[config.mk]
export PLATFORM = sky130hd
export DESIGN_NAME = gray_stream_decoder
export DESIGN_NICKNAME = d
export VERILOG_FILES = /design/src/rtl/gray_stream_decoder_pkg.sv /design/src/rtl/gray_stream_decoder_gray2bin_comb.sv /design/src/rtl/gray_stream_decoder.sv
export SDC_FILE = /design/constraint.sdc
export NUM_CORES = 1
export LEC_CHECK = 0
export CAP_MARGIN = 30
export CORE_MARGIN = 1.5
export CORE_UTILIZATION = 40
export DETAILED_ROUTE_END_ITERATION = 8
export MAX_ROUTING_LAYER = met4
export PLACE_DENSITY = 0.61
export SLEW_MARGIN = 20
export SYNTH_ARGS = -nofsm -noshare
export SYNTH_HDL_FRONTEND = slang
export SYNTH_SLANG_ARGS = --single-unit
[constraint.sdc]
create_clock -name clk -period 6.35 [get_ports clk]
set_input_delay 0.9525 -clock clk [delete_from_list [all_inputs] [get_ports clk]]
set_output_delay 0.9525 -clock clk [all_outputs]
set_load 0.01 [all_outputs]
[src/rtl/gray_stream_decoder_pkg.sv]
// gray_pkg: shared types and helpers for the gray-coded position link.
//   step_t  : step classification between consecutive samples
//   state_t : decoder tracking state
//   gray2bin: gray-to-binary conversion over GRAY_MAX_W bits; narrower
//             words are zero-extended, which leaves their low bits unaffected.
package gray_pkg;

    localparam int GRAY_MAX_W = 32;

    typedef enum logic [1:0] {
        HOLD = 2'b00,
        UP   = 2'b01,
        DOWN = 2'b10,
        ERR  = 2'b11
    } step_t;

    typedef enum logic [0:0] {
        IDLE  = 1'b0,
        TRACK = 1'b1
    } state_t;

    // Each binary bit is the XOR of all gray bits at and above it.
    function automatic logic [GRAY_MAX_W-1:0] gray2bin(input logic [GRAY_MAX_W-1:0] g);
        logic [GRAY_MAX_W-1:0] b;
        b[GRAY_MAX_W-1] = g[GRAY_MAX_W-1];
        for (int i = GRAY_MAX_W - 2; i >= 0; i--) begin
            b[i] = b[i+1] ^ g[i];
        end
        return b;
    endfunction

endpackage

[src/rtl/gray_stream_decoder_gray2bin_comb.sv]
// gray2bin_comb: purely combinational W-bit gray-to-binary converter.
// Ports:
//   gray : W-bit gray-coded input
//   bin  : W-bit binary result
module gray2bin_comb
    import gray_pkg::*;
#(
    parameter int W = 4
) (
    input  logic [W-1:0] gray,
    output logic [W-1:0] bin
);

    assign bin = W'(gray2bin(GRAY_MAX_W'(gray)));

endmodule

[src/rtl/gray_stream_decoder.sv]
// gray_stream_decoder: accepts gray-coded samples over valid/ready, converts
// them to binary and classifies the step from the previous sample as HOLD,
// UP, DOWN or ERR. Keeps a wrapping signed position and a saturating error
// count. One output register, one cycle of latency, full throughput.
// Ports:
//   clk, rst_n          : clock, synchronous active-low reset
//   clear               : drop history, zero pos and err_count, discard input
//   in_valid/in_ready   : input handshake, in_gray is the sample
//   out_valid/out_ready : output handshake
//   out_bin             : binary value of the accepted sample
//   out_step            : 00 HOLD, 01 UP, 10 DOWN, 11 ERR
//   out_first           : first sample after reset/clear (step is HOLD)
//   pos                 : signed position accumulator (wraps)
//   err_count           : number of ERR steps (saturates)
module gray_stream_decoder
    import gray_pkg::*;
#(
    parameter int W     = 4,
    parameter int POS_W = 16,
    parameter int ERR_W = 8
) (
    input  logic                    clk,
    input  logic                    rst_n,
    input  logic                    clear,
    input  logic                    in_valid,
    output logic                    in_ready,
    input  logic [W-1:0]            in_gray,
    output logic                    out_valid,
    input  logic                    out_ready,
    output logic [W-1:0]            out_bin,
    output logic [1:0]              out_step,
    output logic                    out_first,
    output logic signed [POS_W-1:0] pos,
    output logic [ERR_W-1:0]        err_count
);

    function automatic logic [ERR_W-1:0] err_sat_inc(input logic [ERR_W-1:0] c);
        return (c == {ERR_W{1'b1}}) ? c : c + ERR_W'(1);
    endfunction

    function automatic logic signed [POS_W-1:0] pos_step(input logic signed [POS_W-1:0] p,
                                                          input step_t s);
        case (s)
            UP:      return p + POS_W'(1);
            DOWN:    return p - POS_W'(1);
            default: return p;
        endcase
    endfunction

    state_t                   state_p1, state_nxt;
    logic [W-1:0]             prev_bin_p1;
    logic                     vld_p1;
    logic [W-1:0]             bin_p1;
    step_t                    step_p1, step_nxt;
    logic                     first_p1, first_nxt;
    logic signed [POS_W-1:0]  pos_p1;
    logic [ERR_W-1:0]         err_p1, err_nxt;

    logic [W-1:0]             bin_p0;
    logic [W-1:0]             delta_p0;
    logic                     accept_p0;

    // ---- stage p0: combinational conversion, handshake and classification ----
    gray2bin_comb #(.W(W)) u_gray2bin (
        .gray (in_gray),
        .bin  (bin_p0)
    );

    // clear blocks the input so a sample offered during clear is never taken.
    assign in_ready  = !clear && (!vld_p1 || out_ready);
    assign accept_p0 = in_valid && in_ready;
    assign delta_p0  = bin_p0 - prev_bin_p1;

    always_comb begin
        state_nxt = state_p1;
        step_nxt  = HOLD;
        first_nxt = 1'b0;
        err_nxt   = err_p1;
        case (state_p1)
            IDLE: begin
                first_nxt = 1'b1;
                state_nxt = TRACK;
            end
            TRACK: begin
                if (delta_p0 == '0) begin
                    step_nxt = HOLD;
                end else if (delta_p0 == W'(1)) begin
                    step_nxt = UP;
                end else if (delta_p0 == {W{1'b1}}) begin
                    step_nxt = DOWN;
                end else begin
                    step_nxt = ERR;
                    err_nxt  = err_sat_inc(err_p1);
                end
            end
            default: state_nxt = IDLE;
        endcase
    end

    // ---- stage p1: output register and tracking state ----
    always_ff @(posedge clk) begin
        if (!rst_n) begin
            state_p1    <= IDLE;
            prev_bin_p1 <= '0;
            vld_p1      <= 1'b0;
            bin_p1      <= '0;
            step_p1     <= HOLD;
            first_p1    <= 1'b0;
            pos_p1      <= '0;
            err_p1      <= '0;
        end else if (clear) begin
            state_p1 <= IDLE;
            vld_p1   <= 1'b0;
            pos_p1   <= '0;
            err_p1   <= '0;
        end else if (accept_p0) begin
            state_p1    <= state_nxt;
            prev_bin_p1 <= bin_p0;
            vld_p1      <= 1'b1;
            bin_p1      <= bin_p0;
            step_p1     <= step_nxt;
            first_p1    <= first_nxt;
            pos_p1      <= pos_step(pos_p1, step_nxt);
            err_p1      <= err_nxt;
        end else if (out_ready) begin
            vld_p1 <= 1'b0;
        end
    end

    assign out_valid = vld_p1;
    assign out_bin   = bin_p1;
    assign out_step  = step_p1;
    assign out_first = first_p1;
    assign pos       = pos_p1;
    assign err_count = err_p1;

endmodule
* Word-level counts from Yosys, hierarchy flattened
Index checks and enable logic that the tools add are counted.
W data, S select, Z words.
** Storage, ports and cells
- Register bits after elaboration :: 33
- Input port bits :: 9
- Word-level logic and storage cells :: 45
** Operators by class
- Add/subtract/negate cells :: 4
- Equality and inequality tests :: 5
- Mux-type cells :: 8
- Bitwise gates (word level) :: 9
- Reduce and logical (&&, ||, !) cells :: 12
** Operators with widths (count)
- $pmux W16 S2 :: 1
- $add A16 B2 Y16 const B :: 1
- $sub A16 B2 Y16 const B :: 1
- $add A8 B1 Y8 const B :: 1
- $eq A8 B8 Y1 const B :: 1
- $mux W2 :: 3
- $not A1 Y1 :: 6
- $reduce_and A6 Y1 :: 1
- $eq A4 B1 Y1 const B :: 1
- $eq A4 B4 Y1 const B :: 1
- $logic_not A4 Y1 :: 1
- $mux W1 :: 4
- $reduce_and A2 Y1 :: 2
- $reduce_bool A2 Y1 :: 2
- $sub A4 B4 Y4 :: 1
- $xor A1 B1 Y1 :: 3
- $eq A2 B1 Y1 const B :: 1
- $eq A2 B2 Y1 const B :: 1
- $logic_and A1 B1 Y1 :: 2
- $logic_not A1 Y1 :: 2
- $reduce_or A2 Y1 :: 1
- $logic_or A1 B1 Y1 :: 1

* Depth between registers and ports, before layout
Gate-level depths: netlist (run 1).
- Word-level depth :: 12
- Mapped depth :: 19
- Depth with buffers taken out :: 19

* Hierarchy
From an unflattened synthesis (run 1), not the netlist that was laid out.
** Unflattened totals
- Cell total of the unflattened synthesis :: 251
- Area total of the unflattened synthesis :: 2118.3 sq um
** Modules (own cells, without submodules)
- gray_stream_decoder :: times used 1, cells each 246, area each 2068.2 sq um, sequential area each 660.6 sq um
- gray2bin_comb :: times used 1, cells each 5, area each 50.0 sq um, sequential area each 0.0 sq um

* Worst setup path after synthesis (run 1)
No wires, ideal clock.
- Kind :: in2reg
- Start :: in in_gray[3]
- End :: reg pos_p1[13], in the netlist pos[13]
- Arrival time :: 4.917 ns
- Data required time :: 6.228 ns
- Setup slack :: 1.312 ns
- Stages on the path :: 18
- Path through :: xor2_1 > xor2_1 > xnor2_1 > ha_1 > fa_1 > xor2_1 > nor3_1 > nand3_4 > nand3_1 > ha_1 > ha_1 > a211oi_1 > o21a_1 > a21oi_1 > a211o_1 > a41oi_1 > xor2_1 > a21oi_1
** On the way
- Word-level cells in the longest chain between the ends :: 12
- Elaborated cells on any way between the ends :: 16
- Those cells by class :: add/sub: 1; eq/ne: 4; mux: 5; bitwise: 3; reduce/logical: 3
** RTL lines
- start: declaration :: RTL line gray_stream_decoder.sv:27 : input logic [W-1:0] in_gray,
- $xor A1 B1 Y1 (*) (2 in a row) :: RTL line gray_stream_decoder_pkg.sv:27 : b[i] = b[i+1] ^ g[i];
- net bin_p0[1] :: RTL line gray_stream_decoder.sv:59 : logic [W-1:0] bin_p0;
- $xor A1 B1 Y1 :: RTL line gray_stream_decoder_pkg.sv:27
- $sub A4 B4 Y4 (*) :: RTL line gray_stream_decoder.sv:72 : assign delta_p0 = bin_p0 - prev_bin_p1;
- $eq A4 B4 Y1 :: RTL line gray_stream_decoder.sv:89 : end else if (delta_p0 == {W{1'b1}}) begin
- $mux W1 :: RTL line gray_stream_decoder.sv:89
- $mux W2 :: RTL line gray_stream_decoder.sv:87 : end else if (delta_p0 == W'(1)) begin
- $mux W2 (*) :: RTL line gray_stream_decoder.sv:85 : if (delta_p0 == '0) begin
- $mux W2 (*) :: RTL line gray_stream_decoder.sv:79 : case (state_p1)
- $eq A2 B2 Y1 or $eq A2 B1 Y1 (tied branches) :: RTL line gray_stream_decoder.sv:43 : case (s)
- $reduce_bool A2 Y1 (no line)
- $reduce_and A2 Y1 (no line)
- end signal: assignment :: RTL line gray_stream_decoder.sv:123 : pos_p1 <= pos_step(pos_p1, step_nxt);
- end: declaration :: RTL line gray_stream_decoder.sv:56 : logic signed [POS_W-1:0] pos_p1;
Mark *: on every way through the listed nets, which the timed path passes. The rest lies on a longest branch.
A chain may end at the register's enable or synchronous reset.

* Worst setup path in the final report (run 1)
- Start :: in in_gray[3]
- End :: reg pos_p1[13], in the netlist pos[13]
** On the way
- Word-level cells in the longest chain between the ends :: 12
- Elaborated cells on any way between the ends :: 16
- Those cells by class :: add/sub: 1; eq/ne: 4; mux: 5; bitwise: 3; reduce/logical: 3
** RTL lines (RTL line)
- $xor A1 B1 Y1 (*) :: gray_stream_decoder_pkg.sv:27
- net bin_p0[2] :: gray_stream_decoder.sv:59
- $xor A1 B1 Y1 (*) :: gray_stream_decoder_pkg.sv:27
- net bin_p0[1] :: gray_stream_decoder.sv:59
- $xor A1 B1 Y1 :: gray_stream_decoder_pkg.sv:27
- $sub A4 B4 Y4 (*) :: gray_stream_decoder.sv:72
- $eq A4 B4 Y1 :: gray_stream_decoder.sv:89
- $mux W1 :: gray_stream_decoder.sv:89
- $mux W2 :: gray_stream_decoder.sv:87
- $mux W2 (*) :: gray_stream_decoder.sv:85
- $mux W2 (*) :: gray_stream_decoder.sv:79
- $eq A2 B2 Y1 or $eq A2 B1 Y1 (tied branches) :: gray_stream_decoder.sv:43
- $reduce_bool A2 Y1 (no line)
- $reduce_and A2 Y1 (no line)
Marks and branches as above.

==> results.tsv, run 1 <==
stage	metric	value	unit
outcome	status	completed	
route	vias_per_cell	5.224	
logic_synthesis	synth_area	2183	um2
clocking	cts-root-buf	clkbuf_8	
timing	setup_violations	0	
timing	slew_headroom	48.98	%
global_routing	grt_pass1_vias	1828	
timing	max_slew.worst_pin.slew	0.7637	ns
setup_path	critPathKind	in -> reg	
clocking	h-tree-depth	2	
final_layout	final_common_cell	clkdlybuf4s50_1	
setup_path	critical_path_required	6.52	ns
setup_path	r2r_slack	2.12	ns
timing	fin_crit_sh	88.59	%
power	cellPowerDensity	166.1	nW/um2
floorplanning	pin_count	42	
clocking	cts_tree	done	
setup_path	crit_start	in_gray[3]	
floorplanning	die_w	76.88	um
logic_synthesis	synth_edf_count	0	
logic_synthesis	yosysWarnings	0	
power	leakage	0.001055	uW
logic_synthesis	synth_seq_area_share	30.26	%
floorplanning	start_util	42.21	%
timing	max_freq	0.1778	GHz
route	wl	4918	um
logic_synthesis	ys_ff_latch	33	
setup_path	regToRegEndpoint	pos[14]	
timing	finalMaxSlewViolations	0	
power	peakVddDrop	0.1180	mV
setup_path	rr_startpoint	out_bin[1]	
timing	rsz0062_at_grt	no	
route	first_iter_violations	101	
timing	fin_worst_skew	0.005743	ns
clocking	clkSinkCount	33	
clocking	ctsResizeCount	0	
global_routing	grt_pass1_wl	8556	um
route	drt_first_pass_iters	6	
clocking	clk_pin_slew_worst_paths	0.07	ns
final_layout	syn2layout_area_growth	25.73	%
floorplanning	die_y	76.88	um
logic_synthesis	synth_nets	291	
place	port-buffer-count	41	
logic_synthesis	synth.avg_cell_area	8.365	um2
global_routing	use_met3	3.690	%
route	drc	0	
final_layout	n_antenna_cell	0	
timing	fin_setup_tns	0	ns
clocking	clock_latency	0.28	ns
setup_path	rr_worst_depth	16	
setup_path	critPathLaunchType	input pin	
setup_path	cp-end-kind	register	
final_layout	mostFrequentLayoutCells	clkdlybuf4s50_1, nand2_1, dfxtp_1	
global_routing	gr-usage-all-layers	18.21	%
clocking	cts_made_buffers	5	
timing	layout_min_cycle_time	5.626	ns
min_path	min_path_type	reg -> reg	
floorplanning	die_area	5911	um2
logic_synthesis	synth_flop_cell	dfxtp_1	
route	num_vias	1938	
route	drt.antenna.violating_nets	0	
setup_path	worstSetupEndpoint	pos[13]	
global_routing	grt-busiest-layer	met2	
global_routing	met2_usage	28.94	%
global_routing	overflow	0	
setup_path	cp.arrival	5.80	ns
global_routing	antenna_found_initial	0	
place	gp_congestion	0.8262	
logic_synthesis	ys_async_sr_fraction	0	%
clocking	cts_hold_buf	0	
timing	fin_ws	0.7245	ns
flow_run	max_cap_viol_count	0	
place	hpwl	3565	um
final_layout	final_nets	331	
timing	hold_viol	0	
final_layout	drive_gt1_share	5.648	%
global_routing	grtUsageMet1	23.44	%
setup_path	crit_path_max_fanout	11	
clocking	cts_setup_buffers	0	
clocking	clockBufferDepth	2	
logic_synthesis	netlist_instances	261	
floorplanning	core	5172	um2
floorplanning	row_count	26	
place	dpl_worst_slack	0.3848	ns
logic_synthesis	synth.distinct_cells	46	
route	wl_per_cell	13.26	um
global_routing	grt_max_degree	24	
## cell families after synthesis
group,synth area share (%)
xor+xnor,7.622
buf+inv,3.267
mux,2.751
compound gates,19.71
fa+ha+maj,12.72
simple gates,23.67
flops,30.26
## worst min path at each step
stage / from / end / slack (ns) / cells past startpoint
5_1_grt: pos[6] / pos[6] / 0.50 / 2
6_report: pos[15] / pos[15] / 0.47 / 2
3_5_place_dp: pos[6] / pos[6] / 0.47 / 2
2_1_floorplan: pos[15] / pos[15] / 0.49 / 2
4_1_cts: pos[6] / pos[6] / 0.48 / 2
3_3_place_gp: pos[15] / pos[15] / 0.45 / 2
## synth_stat cells, types with 4 or more instances
| library cell | count | area [um2] |
|---|---|---|
| nand2b_1 | 5 | 31.28 |
| nand2_1 | 39 | 146.4 |
| xor2_1 | 9 | 78.83 |
| and2_1 | 4 | 25.02 |
| mux2i_1 | 6 | 60.06 |
| nor2_1 | 15 | 56.30 |
| nand3_1 | 9 | 45.04 |
| nand4_1 | 4 | 25.02 |
| xnor2_1 | 10 | 87.58 |
| dfxtp_1 | 33 | 660.6 |
| clkbuf_1 | 7 | 26.28 |
| inv_1 | 5 | 18.77 |
| o21ai_0 | 8 | 40.04 |
| a21oi_1 | 27 | 135.1 |
| ha_1 | 19 | 237.7 |
| nor2b_1 | 7 | 43.79 |
| a211oi_1 | 7 | 52.55 |
## report_power, final
part	switching [uW]	internal [uW]
Sequential	2.68	210
Combinational	42.3	36.7
Clock	78.1	86.1
## layout make-up
class	count	area, um2
Inverter	5	18.77
Clock buffer	7	86.33
Timing Repair Buffer	44	440.4
Sequential cell	33	660.6
Multi-Input combinational cell	212	1451
Tap cell	70	87.58
Fill cell	511	2427
## critical path: stages
cell             delay (ns)
clkdlybuf4s50_1        0.53
xor2_1                 0.26
xor2_1                 0.34
xnor2_1                0.19
ha_1                   0.26
fa_1                   0.46
nor3_1                 0.33
nand3_4                0.13
nand3_1                0.14
ha_1                   0.45
ha_1                   0.34
a211oi_1               0.25
o21a_1                 0.25
a21oi_1                0.10
a211o_1                0.32
a41oi_1                0.26
xor2_1                 0.17
a21oi_1                0.08
## per-stage QoR
step | instances | hold WS (ns) | cell area (um2) | utilization [%] | power, uW
after floorplan | 261 | 0.4863 | 2183 | - | 272.7
after global placement | 363 | 0.4540 | 2644 | 51.11 | 294.5
after detailed placement | 363 | 0.4681 | 2644 | 51.11 | 295.6
after CTS | 370 | 0.4779 | 2730 | 52.78 | 459.4
after global routing | 371 | 0.4974 | 2745 | 53.07 | 480.6
final | 371 | 0.4726 | 2745 | 53.07 | 455.9
## registers in the layout, indices dropped and copies added (netlist names)
register and count:
out_first 1, err_count 8, out_bin 4, state_p1 1, pos 16, out_valid 1, out_step 2
## metal layers
| layer | part of all wire, % | wire [um] |
|---|---|---|
| met5 | 0 | 0 |
| met1 | 50 | 2471 |
| met3 | 3.6 | 177 |
| met4 | 1.0 | 49 |
| met2 | 45 | 2220 |
Power figures use the tool's default switching activity.
==> inputs of run 2 (changes only) <==
--- a/config.mk
+++ b/config.mk
@@ -6,6 +6,7 @@
 export NUM_CORES = 1
 export LEC_CHECK = 0
 export CAP_MARGIN = 30
+export CORE_ASPECT_RATIO = 1.2
 export CORE_MARGIN = 1.5
 export CORE_UTILIZATION = 40
 export DETAILED_ROUTE_END_ITERATION = 8
==> results.tsv, run 2 (synthesized netlist as in run 1, its figures left out) <==
stage	metric	value	unit	change
outcome	status	completed		
route	wl	4891	um	-0.55%
clocking	ctsResizeCount	0		unchanged
route	wl_per_cell	13.44	um	+1.4%
setup_path	critPathKind	in -> reg		
clocking	clk_pin_slew_worst_paths	0.07	ns	about the same
global_routing	grt_max_degree	24		unchanged
timing	fin_ws	0.7358	ns	+0.01129 ns
power	peakVddDrop	0.1091	mV	-7.5%
timing	hold_viol	0		unchanged
setup_path	path_delay_family	compound AO/OA/AOI/OAI gates		
setup_path	critical_path_required	6.51	ns	about the same
floorplanning	row_count	29		+12%
place	dpl_worst_slack	0.3985	ns	+0.01371 ns
timing	fin_crit_sh	88.41	%	-0.18 points
floorplanning	die_y	83.93	um	+9.2%
setup_path	cp_slowest_cell	clkdlybuf4s50_1		
route	drt-met1-wl	2253	um	-8.8%
setup_path	cp.arrival	5.77	ns	-0.03 ns
clocking	clockBufferDepth	2		unchanged
route	drc	0		unchanged
route	wl_met2	2431	um	+9.5%
setup_path	critPathMaxStageDelay	0.53	ns	about the same
clocking	cts_tree	done		
timing	rsz0062_at_grt	no		
route	vias_per_cell	5.294		+1.3%
timing	slew_headroom	47.84	%	-1.1 points
setup_path	crit_top_cell	xor2_1		
route	num_vias	1927		-0.57%
power	cellPowerDensity	180.2	nW/um2	+8.5%
setup_path	path_cells	clkdlybuf4s50_1 -> xor2_1 -> xor2_1 -> xnor2_1 -> ha_1 -> nor2b_4 -> o21a_1 -> or3_4 -> a21o_2 -> and2_1 -> ha_1 -> fa_1 -> a211oi_1 -> nor3_1 -> o21ai_0 -> nand3_1 -> a221oi_1 -> xor2_1 -> o31ai_1		
place	place_area	2634	um2	-0.38%
setup_path	critPathLaunchType	input pin		
floorplanning	die_w	70.45	um	-8.4%
route	first_iter_violations	108		+6.9%
clocking	cts_hold_buf	0		unchanged
flow_run	max_cap_viol_count	0		unchanged
global_routing	grt_pass1_vias	1853		+1.4%
setup_path	crit_path_max_fanout	9		-2
final_layout	syn2layout_area_growth	26.59	%	
global_routing	grt_pass1_wl	8431	um	-1.5%
timing	fin_setup_tns	0	ns	unchanged
route	met3_wirelength	140	um	-21%
place	gp_congestion	0.8209		-0.64%
final_layout	final_common_cell	clkdlybuf4s50_1		
floorplanning	core	5261	um2	+1.7%
route	drt_first_pass_iters	4		-2
final_layout	mostFrequentLayoutCells	clkdlybuf4s50_1, nand2_1, dfxtp_1		
final_layout	final_nets	331		unchanged
setup_path	cp-end-kind	register		
clocking	h-tree-depth	2		unchanged
final_layout	final_cell_area	2764	um2	+0.68%
final_layout	largest_register_ffs	16		unchanged
clocking	cts_made_buffers	5		unchanged
route	drt.antenna.violating_nets	0		unchanged
clocking	cts_setup_buffers	0		unchanged
timing	finalMaxSlewViolations	0		unchanged
final_layout	n_antenna_cell	0		unchanged
min_path	min_path_type	reg -> reg		
timing	max_freq	0.1781	GHz	+0.20%
power	leakage	0.001065	uW	+0.95%
global_routing	antenna_found_initial	0		unchanged
global_routing	gr-usage-all-layers	17.94	%	-0.27 points
clocking	clkSinkCount	33		unchanged
place	hpwl	3579	um	+0.40%
floorplanning	pin_count	42		unchanged
route	top_layer	met4		
place	port-buffer-count	41		unchanged
setup_path	path_buf_inv	1		unchanged
timing	max_slew.worst_pin.slew	0.7807	ns	+0.01704 ns
power	totalPowerFinal	498.2	uW	+9.3%
global_routing	overflow	0		unchanged
clocking	clock_latency	0.29	ns	about the same
timing	layout_min_cycle_time	5.614	ns	-0.01129 ns
clocking	cts-root-buf	clkbuf_8		
timing	setup_violations	0		unchanged
timing	fin_worst_skew	0.007398	ns	+0.001655 ns
floorplanning	die_area	5912	um2	about the same
final_layout	drive_gt1_share	6.291	%	+0.64 points
floorplanning	start_util	41.50	%	-0.71 points
[run 2: area by class of cell]
type | instances | area [um2]
fill | 501 | 2497
multi-input combinational | 212 | 1451
sequential | 33 | 660.6
timing repair buffer | 44 | 440.4
tap | 62 | 77.57
clock buffer | 5 | 68.82
clock inverter | 3 | 46.29
inverter | 5 | 18.77
[run 2: path summary, 6_finish.rpt]
check              from       to  slack [ns]  cells past startpoint
max          in_gray[3]  pos[14]        0.74                     19
max reg2reg  out_bin[1]  pos[14]        2.15                     16
min             pos[15]  pos[15]        0.47                      2
min reg2reg     pos[15]  pos[15]        0.47                      2
[run 2: report_power, final]
group	total (uW)	switching, uW	internal (uW)
combinational	77.9	41.6	36.3
clock	208	90.1	118
sequential	213	2.67	210
[run 2: worst reg2reg max path, cell delays in order (launching register included)]
cell,delay [ns]
dfxtp_1,0.40
inv_1,0.08
ha_1,0.30
nor2b_4,0.12
o21a_1,0.17
or3_4,0.39
a21o_2,0.25
and2_1,0.18
ha_1,0.32
fa_1,0.47
a211oi_1,0.33
nor3_1,0.11
o21ai_0,0.17
nand3_1,0.17
a221oi_1,0.34
xor2_1,0.20
o31ai_1,0.08
[run 2: layer usage]
layer  vias up  global-route usage (%)
li1       1018                       -
met1       872                   21.45
met2        33                   30.27
met3         4                   3.261
met4         0                   5.769
met5         -                       -
[run 2: per-stage QoR]
stage          hold slack, ns  cells  util [%]
3_5_place_dp           0.4689    355     50.06
5_1_grt                0.4980    364     52.53
3_3_place_gp           0.4616    355     50.06
6_report               0.4747    364     52.53
2_1_floorplan          0.4863    261         -
4_1_cts                0.4793    363     52.25
==> edit (config.mk and constraints of run 1) <==
Put one more register stage on the output `err_count`, with the module's reset. The value now appears one clock later. The other outputs are not delayed to match.
--- a/src/rtl/gray_stream_decoder.sv
+++ b/src/rtl/gray_stream_decoder.sv
@@ -133,5 +133,11 @@
     assign out_first = first_p1;
     assign pos       = pos_p1;
-    assign err_count = err_p1;
+    always_ff @(posedge clk) begin
+        if (!rst_n) begin
+            err_count <= '0;
+        end else begin
+            err_count <= err_p1;
+        end
+    end
 
 endmodule
Formal check against the unedited RTL: not equivalent (Yosys sat finds a counterexample within 4 cycles, from zero or initial values and one cycle with rst_n low).
==> edit against run 1 <==
Maximum frequency fell by 2.4%. Design area increased by 7.2%. Critical path depth up 2. Wire length fell by 2.1%. Setup slack worse by 140 ps. First-iteration DRC count fell by 25%. Sequential cell count is 8 higher. Hold slack better by 4.4 ps. Synthesized area increased by 6.4%. Sequential share of layout area increased by 3.8 points. Global-route usage down 1.4 points. Core utilization hardly changed. Power increased by 21%. Critical endpoint is now pos[15]. Largest power group unchanged.
==> edit: results (changes against run 1) <==
[run_status]
status = completed  ; unchanged

[placement]
dp_slack_ps = 228  ; was 385 ps
gp_congestion = 0.924  ; was 0.826
placed_cell_area_um2 = 2820  ; was 2640 um2
hpwlAfterDp_um = 3470  ; was 3560 um

[pwr]
p_leak_uw = 0.00123  ; was 0.00105 uW
ir_drop_v = 0.000128  ; was 0.000118 V

[synthesis]
async_reset_ff_share_pct = 0  ; unchanged
synth_commonest_cells = 42 x nand2_1, 41 x dfxtp_1, 28 x a21oi_1  ; was 39 x nand2_1, 33 x dfxtp_1, 27 x a21oi_1
synth_cell_type_count = 41  ; was 46
synthXorXnorAreaFrac_pct = 7.54  ; was 7.62%
synth.net_count = 298  ; was 291
ys_top_cells_by_area = dfxtp_1 35%, ha_1 10%, nand2_1 6.8%, a21oi_1 6.0%, xnor2_1 5.3%  ; was dfxtp_1 30%, ha_1 11%, nand2_1 6.7%, a21oi_1 6.2%, xnor2_1 4.0%
synth-compound-area-share_pct = 16.5  ; was 19.7%
yosysSeqAreaShare_pct = 35.3  ; was 30.3%
muxShareOfSynthArea_pct = 3.88  ; was 2.75%

[global_routing]
grt_pass1_vias = 1750  ; was 1828
grt_use_total_pct = 16.8  ; was 18.2%
met2_usage_pct = 26.0  ; was 28.9%
grt_pass1_wl_um = 8050  ; was 8560 um
grtUsageMet3_pct = 4.71  ; was 3.69%
gr-usage-met1_pct = 20.7  ; was 23.4%

[route]
drt_first_pass_iters = 4  ; was 6
num_vias = 1978  ; was 1938
drtIter0Drc = 76  ; was 101

[worst_hold_path]
hp-class = flip-flop to flip-flop  ; unchanged

[clock_network]
worstSkewPairLatency_ps = 300  ; was 280 ps
cts_max_level = 2  ; unchanged

[setup_path]
critical_path.slowest_cell = clkdlybuf4s50_1  ; unchanged
crit_family = compound AO/OA/AOI/OAI gates  ; was adder cells
path_max_fanout = 10  ; was 11

[finish]
final_layout_size_suffix_gt1_share_pct = 5.11  ; was 5.65%
syn2layout_area_growth_pct = 26.7  ; was 25.7%
nFillCells = 539  ; was 511
layout.nets = 342  ; was 331

[sta]
skew_ps = 3.91  ; was 5.74 ps
worst-slew-pin-transition_ps = 940  ; was 764 ps

[edit: power breakdown]
group	internal (uW)	leakage, uW	total (uW)	switching (uW)
logic	34.4	0.000847	72.2	37.8
clock network	118	0.0000543	217	99.1
registers	260	0.000331	263	2.76
total	412	0.00123	552	140
[edit: area by class of cell]
class	instances	share of cell area [%]
clock buffer	5	2.34
timing repair buffer	44	14.8
sequential	41	27.9
tap	72	3.06
inverter	3	0.383
multi-input combinational	217	49.9
clock inverter	3	1.57
[edit: cell families (layout without fill, tap and decap cells)]
kind of cell	after synthesis	after routing
simple gates	106	106
compound gates	61	61
flops	41	41
fa+ha+maj	21	21
xor+xnor	20	20
buf+inv	10	55
mux	9	9
[edit: path summary, 6_finish.rpt]
kind | startpoint | endpoint | slack, ps | cells after the start
max | in_gray[3] | pos[15] | 590 | 20
min | pos[8] | pos[8] | 480 | 2
max reg2reg | out_bin[1] | pos[15] | 1980 | 17
min reg2reg | pos[8] | pos[8] | 480 | 2
[edit: metal layers]
metal | part of all wire (%) | vias up
li1 | - | 1025
met1 | 47 | 910
met2 | 47 | 35
met3 | 4.1 | 8
met4 | 1.8 | 0
met5 | 0 | -
[edit: per-stage QoR]
| stage | instances | power (uW) |
|---|---|---|
| 5_1_grt | 385 | 582 |
| 6_report | 385 | 552 |
| 2_1_floorplan | 268 | 318 |
| 3_5_place_dp | 376 | 341 |
| 4_1_cts | 384 | 560 |
| 3_3_place_gp | 376 | 340 |
[edit: worst reg2reg max path, stage by stage (launching register included)]
cell and delay, ps:
dfxtp_1 410, inv_1 70, ha_1 300, nor2b_4 120, o21a_1 170, or3_1 370, a21oi_1 380, nand2_1 110
nand3b_1 120, ha_1 420, ha_1 330, a211o_1 300, a21oi_1 320, a21oi_1 190, a31oi_1 230, mux2i_1 230
xor2_1 160, nor2_1 50
